`config.mk`:
```
export PLATFORM = sky130hd
export DESIGN_NAME = button_pulse_conditioner
export DESIGN_NICKNAME = d
export VERILOG_FILES = /design/src/rtl/button_pulse_conditioner.sv
export SDC_FILE = /design/constraint.sdc
export NUM_CORES = 1
export LEC_CHECK = 0
export BUFFER_PORTS_ARGS = -buffer_cell sky130_fd_sc_hd__buf_2
export CAP_MARGIN = 20
export CELL_PAD_IN_SITES_DETAIL_PLACEMENT = 0
export CELL_PAD_IN_SITES_GLOBAL_PLACEMENT = 1
export CORE_ASPECT_RATIO = 1.75
export CORE_UTILIZATION = 31
export CTS_BUF_LIST = sky130_fd_sc_hd__clkbuf_8
export DETAILED_ROUTE_END_ITERATION = 16
export PLACE_DENSITY_LB_ADDON = 0.15
export SLEW_MARGIN = 20
export SYNTH_ARGS = -nofsm -noshare
export SYNTH_HDL_FRONTEND = slang
export SYNTH_SLANG_ARGS = --single-unit
export TNS_END_PERCENT = 5
```
`constraint.sdc`:
```
create_clock -name clk -period 2.22 [get_ports clk]
set_input_delay 0.333 -clock clk [delete_from_list [all_inputs] [get_ports clk]]
set_output_delay 0.333 -clock clk [all_outputs]
set_load 0.02 [all_outputs]
```
`src/rtl/button_pulse_conditioner.sv`:
```
// button_pulse_conditioner
// Front-end for the password checker. It synchronises and debounces the raw
// load and logout push-buttons and the switch bank. It produces one-cycle
// load/logout strobes and a Data_in word that is captured on the load strobe.
// Optional build macro: LONG_PRESS_LOGOUT_EN. When it is defined, logout
// fires only after the button has been held for LONG_CNT debounced cycles.

module button_pulse_conditioner #(
  parameter int DEBOUNCE_CNT = 4,
  parameter int LONG_CNT     = 16,
  parameter int DATA_W       = 4
) (
  input  logic              clk,
  input  logic              rst,
  input  logic              Btn_Load_Raw,
  input  logic              Btn_Logout_Raw,
  input  logic [DATA_W-1:0] Sw_Raw,
  output logic              Load_Button_PSWD_Game_Control,
  output logic              Logout_Pulse,
  output logic [DATA_W-1:0] Data_in
);

  localparam int              CntW     = $clog2(DEBOUNCE_CNT) + 1;
  localparam logic [CntW-1:0] CntLast  = CntW'(DEBOUNCE_CNT - 1);
  localparam int              LoadCh   = 0;
  localparam int              LogoutCh = 1;

  // Reject illegal parameter values while the design is being elaborated.
  if (DEBOUNCE_CNT < 1 || LONG_CNT < 1 || DATA_W < 1) begin : gBadParams
    $error("button_pulse_conditioner: DEBOUNCE_CNT, LONG_CNT and DATA_W must be >= 1");
  end

  logic [1:0]        btnSync1;
  logic [1:0]        btnSync2;
  logic [DATA_W-1:0] swSync1;
  logic [DATA_W-1:0] swSync2;
  logic [1:0]        btnDb;
  logic [CntW-1:0]   btnCnt [2];
  logic [1:0]        dbRise;
  logic              loadFire;
  logic              logoutFire;

  // Two-flop synchronisers. Each raw input gets its own flop pair.
  always_ff @(posedge clk) begin
    if (!rst) begin
      btnSync1 <= '0;
      btnSync2 <= '0;
      swSync1  <= '0;
      swSync2  <= '0;
    end else begin
      // NOTE: non-blocking assignments let every flop sample its pre-edge
      // value, so the two stages really form a two-cycle pipeline.
      btnSync1 <= {Btn_Logout_Raw, Btn_Load_Raw};
      btnSync2 <= btnSync1;
      swSync1  <= Sw_Raw;
      swSync2  <= swSync1;
    end
  end

  // Per-button debounce. A change is accepted only after the synchronised
  // level has differed from db for DEBOUNCE_CNT consecutive cycles.
  always_ff @(posedge clk) begin
    if (!rst) begin
      btnDb <= '0;
      // NOTE: the counter array is just two small registers, not a RAM, so
      // clearing it in reset is cheap and discards any partial count.
      for (int ch = 0; ch < 2; ch++) btnCnt[ch] <= '0;
    end else begin
      for (int ch = 0; ch < 2; ch++) begin
        if (btnSync2[ch] == btnDb[ch]) begin
          btnCnt[ch] <= '0;
        end else if (btnCnt[ch] == CntLast) begin
          btnDb[ch]  <= btnSync2[ch];
          btnCnt[ch] <= '0;
        end else begin
          btnCnt[ch] <= btnCnt[ch] + 1'b1;
        end
      end
    end
  end

  // Flag the edge on which a debounced state is about to go 0->1.
  always_comb begin
    // NOTE: assigning a default first keeps this block purely combinational;
    // a path that left dbRise unassigned would infer a latch.
    dbRise = '0;
    for (int ch = 0; ch < 2; ch++) begin
      dbRise[ch] = btnSync2[ch] & ~btnDb[ch] & (btnCnt[ch] == CntLast);
    end
  end

`ifdef LONG_PRESS_LOGOUT_EN
  localparam int               HoldW    = $clog2(LONG_CNT) + 1;
  localparam logic [HoldW-1:0] HoldLast = HoldW'(LONG_CNT - 1);

  logic [HoldW-1:0] holdCnt;
  logic             holdDone;

  // Count cycles while the debounced logout stays high. The pulse fires
  // once, when the count reaches LONG_CNT.
  always_ff @(posedge clk) begin
    if (!rst || !btnDb[LogoutCh]) begin
      holdCnt  <= '0;
      holdDone <= 1'b0;
    end else if (!holdDone) begin
      if (holdCnt == HoldLast) holdDone <= 1'b1;
      holdCnt <= holdCnt + 1'b1;
    end
  end

  assign logoutFire = btnDb[LogoutCh] & ~holdDone & (holdCnt == HoldLast);
`else
  assign logoutFire = dbRise[LogoutCh];
`endif

  // Logout wins when both strobes would fire on the same edge.
  assign loadFire = dbRise[LoadCh] & ~logoutFire;

  // Register the strobes. The switch word is captured only with a load strobe.
  always_ff @(posedge clk) begin
    if (!rst) begin
      Load_Button_PSWD_Game_Control <= 1'b0;
      Logout_Pulse                  <= 1'b0;
      Data_in                       <= '0;
    end else begin
      Load_Button_PSWD_Game_Control <= loadFire;
      Logout_Pulse                  <= logoutFire;
      if (loadFire) Data_in <= swSync2;
    end
  end

endmodule
```
Yosys cells after proc, flatten, opt, wreduce, memory -nomap -nowiden:

Memory sizes are Yosys's and may differ from the RTL's.
Cells that the tools add are included.

* add/subtract/negate cells: 2
* equal/unequal tests: 4
* multiplexer cells: 29
* bitwise operators: 16
* reduce and logical (&&, ||, !) cells: 2

Operators by type and width (count)
* 1-bit two-way mux: 23
* 3-bit two-way mux: 6
* 3-bit by 1-bit adder with 3-bit output, second input constant: 2
* 3-bit by 2-bit equality test with 1-bit output, second input constant: 2
* 1-bit bitwise OR: 6
* 1-bit bitwise AND: 5
* 1-bit inverter: 5
* 2-bit AND reduction: 2
* 1-bit equality test: 2

* register bits: 20
* memory bits (writable): 6
* output and inout port bits: 6
* word-level logic and storage cells: 63
* memories kept: 1

Memories
* btnCnt: depth 2, bits a word 3, rd ports 2, clocked after Yosys merged registers in 0, write ports 2, RTL line 38 `logic [CntW-1:0] btnCnt [2];`

Depth between registers and ports, before layout:

* depth in word-level cells: 7
* depth in mapped cells: 5
* mapped depth without buffers: 5

Least setup slack after synthesis:

No wires, ideal clock.

* kind: reg-to-reg
* from: memory btnCnt[0][0] (netlist bit)
* to: memory btnCnt[0][0] (netlist bit), data pin
* arrival time: 1218 ps
* required time: 2081 ps
* slack: 863 ps
* cell stages (with the launch flop): 5
* path buffers: 0
* period minus slack after synthesis: 1357 ps
* cells stage by stage: edfxtp_1 ha_1 ha_1 or3b_1 nor2_1

RTL lines (RTL line)
* start, declared: 38

==> results.py <==
metrics = {
    "clock_network": {
        "cts_setup_buffers": 0,
        "cts_buffer_depth": 2,
        "cts_hold_buffers": 0,
        "clock_sinks": 26,
        "cts_root_buf": "clkbuf_8",
        "cts.reportedPaths.clkPinSlew_ns": 0.08,
        "cts_tree": "built",
        "clk_latency_ns": 0.26,
        "cts_buffers": 3,
        "cts_htree_levels": 1,
        "ctsResizeCount": 0,
    },
    "finish": {
        "fillers": 302,
        "layout-drive-gt1-share": 0.175,
        "area_delta_synth_final_pct": 16.6,
        "regArea_um2": 581,
        "antenna_cells_inserted": 0,
        "stdcell_count": 131,
        "design_area_um2": 1110,
        "utilization": 0.379,
        "final_nets": 118,
        "multi_input_area_um2": 354,
    },
    "grt": {
        "grt_pass1_wl_um": 1970,
        "grt.overflow.total": 0,
        "use_met1": 0.0930,
        "grt_pass1_vias": 492,
        "met2_usage": 0.131,
        "grt_busiest_layer": "met2",
        "grt_antenna_before_repair": 0,
        "grt_usage": 0.0841,
        "grt_max_degree": 28,
        "use_met3": 0.0168,
    },
    "floorplan": {
        "num_rows": 26,
        "dieArea_um2": 3300,
        "chipHeight_um": 75.3,
        "initial_utilization": 0.325,
        "pin_count": 14,
        "core_um2": 2930,
        "fp.dieW_um": 43.9,
    },
    "power_and_ir_drop": {
        "pwr_density_cell_nw_per_um2": 749,
        "power_mw": 0.830,
        "ir_worst_vdd_v": 0.000296,
        "p_leak_nw": 0.491,
    },
    "worst_setup_path": {
        "crit_top_cell": "ha_1",
        "crit_fanout": 3,
        "crit-reg2reg-launch": "btnCnt[0][0]",
        "worst_r2r_path_depth": 4,
        "critPathSlowestCell": "edfxtp_1",
        "cp.buffers_inverters": 0,
        "crit_cells": 4,
        "worstSetupEndpoint": "btnCnt[0][0]",
        "r2r_end": "btnCnt[0][0]",
        "critical_path.startpoint": "btnCnt[0][0]",
        "arrival_ns": 1.59,
        "cp-end-kind": "register",
        "start_kind": "register",
        "cp_top_family": "simple AND/OR/NAND/NOR gates",
        "crit_type": "reg2reg",
        "crit_chain": "ha_1, ha_1, or3b_1, nor2_1",
        "slowest_delay_ns": 0.40,
        "critPathRequiredTime_ns": 2.35,
        "worst-r2r-setup-slack_ns": 0.75,
    },
    "timing": {
        "setup_tns_ns": 0,
        "finClkSkew_ns": 0.00139,
        "fin_crit_sh": 0.661,
        "setup_viol_count_final": 0,
        "rsz0062_at_grt": "false",
        "fmax_mhz": 681,
        "hold_viol": 0,
        "timing.hold.ws_ns": 0.269,
        "period_needed_ns": 1.47,
        "drv_slew": 0,
        "timing.final.ws_setup_ns": 0.752,
    },
    "place": {
        "place_hpwl_um": 900,
        "io_buffers": 13,
        "dp_slack_ns": 0.751,
        "gp_congestion": 0.646,
        "dp_cells": 127,
        "place_area_um2": 1050,
    },
    "synthesis": {
        "synth.area.top_cells": "dfxtp_1 42%, edfxtp_1 19%, and2_1 8.6%, ha_1 7.9%, mux2i_1 6.3%",
        "yosysMostFrequentCell": "dfxtp_1",
        "synth_common_cells": "20 x dfxtp_1, 13 x and2_1, 10 x nand2_1",
        "async_flop_share": 0,
        "synth-seq-area-share": 0.611,
        "yosysWarnings": 0,
        "yosys_register_bits": 26,
        "syn_area_per_cell_um2": 11.3,
        "synth_edf_count": 6,
        "synthCells": 84,
        "synth_top_cell_by_area": "dfxtp_1",
        "synth_top_area_frac": 0.421,
        "synthFlopType": "dfxtp_1",
        "synth_cell_type_count": 17,
        "syn_area_um2": 951,
    },
    "routing": {
        "drtIter0Drc": 10,
        "first_pass_iters": 5,
        "antenna_left": 0,
        "dr_total_vias": 553,
        "viasPerCell": 4.22,
        "drcViolationCount": 0,
        "routedWlPerCell_um": 9.53,
        "totalWireLength_um": 1250,
    },
    "run": {
        "maxCapViolations": 0,
    },
    "run_status": {
        "status": "finished, final reports clean",
    },
    "hold_path": {
        "worstHoldPathType": "in2reg",
    },
}
[state kept, by name, indices dropped and copies added (netlist names)]
register / cells
Data_in: 4
Load_Button_PSWD_Game_Control: 1
Logout_Pulse: 1
btnCnt: 6
btnDb: 2
btnSync1: 2
btnSync2: 2
swSync1: 4
swSync2: 4
[cells by family after synthesis]
family / synth area share
simple gates: 0.197
flops: 0.611
buf+inv: 0.0368
mux: 0.0632
fa+ha+maj: 0.0789
compound gates: 0.00921
other cells: 0.00394
[worst min-delay path by stage]
stage                    from          end  slack, ns  cells past startpoint
5_1_grt        Btn_Logout_Raw  btnSync1[1]       0.26                      2
6_report         Btn_Load_Raw  btnSync1[0]       0.27                      2
2_1_floorplan     btnSync1[0]  btnSync2[0]       0.41                      1
4_1_cts          Btn_Load_Raw  btnSync1[0]       0.26                      2
3_5_place_dp       swSync1[2]   swSync2[2]       0.42                      1
3_3_place_gp       swSync1[3]   swSync2[3]       0.41                      1
[power by group]
part	total (mW)	switching, mW	internal [mW]
Sequential	0.503	0.00433	0.498
Clock	0.295	0.137	0.158
Combinational	0.0325	0.0169	0.0156
[routing by layer]
metal | part of all wire | vias up
li1 | - | 297
met4 | 0.022 | 0
met3 | 0.027 | 2
met2 | 0.49 | 8
met1 | 0.46 | 246
met5 | 0 | -
[cell usage in the layout (no fill, tap or decap)]
master | Yosys | routed
nor2b_1 | 3 | 3
and3_1 | 2 | 2
clkbuf_8 | 0 | 4
mux2i_1 | 6 | 6
dfxtp_1 | 20 | 20
a21oi_2 | 1 | 1
or3b_1 | 1 | 1
nand2_1 | 10 | 10
buf_2 | 0 | 13
nand2b_1 | 1 | 1
and2_1 | 13 | 13
inv_1 | 5 | 5
ha_1 | 6 | 6
nor2_1 | 6 | 6
edfxtp_1 | 6 | 6
conb_1 | 1 | 6
[layout make-up]
cell class                      count  share of cell area
Multi-Input combinational cell     55               0.319
Clock buffer                        4              0.0497
Tap cell                           28              0.0316
Timing Repair Buffer               13              0.0587
Sequential cell                    26               0.524
Inverter                            5              0.0169
[worst reg2reg max path: cells and delay by family (launching register included)]
family	cells	cell delay, ns
adders and majority gates	2	0.43
and+or+nand+nor	2	0.50
DFF	1	0.40
Power figures use the tool's default switching activity.
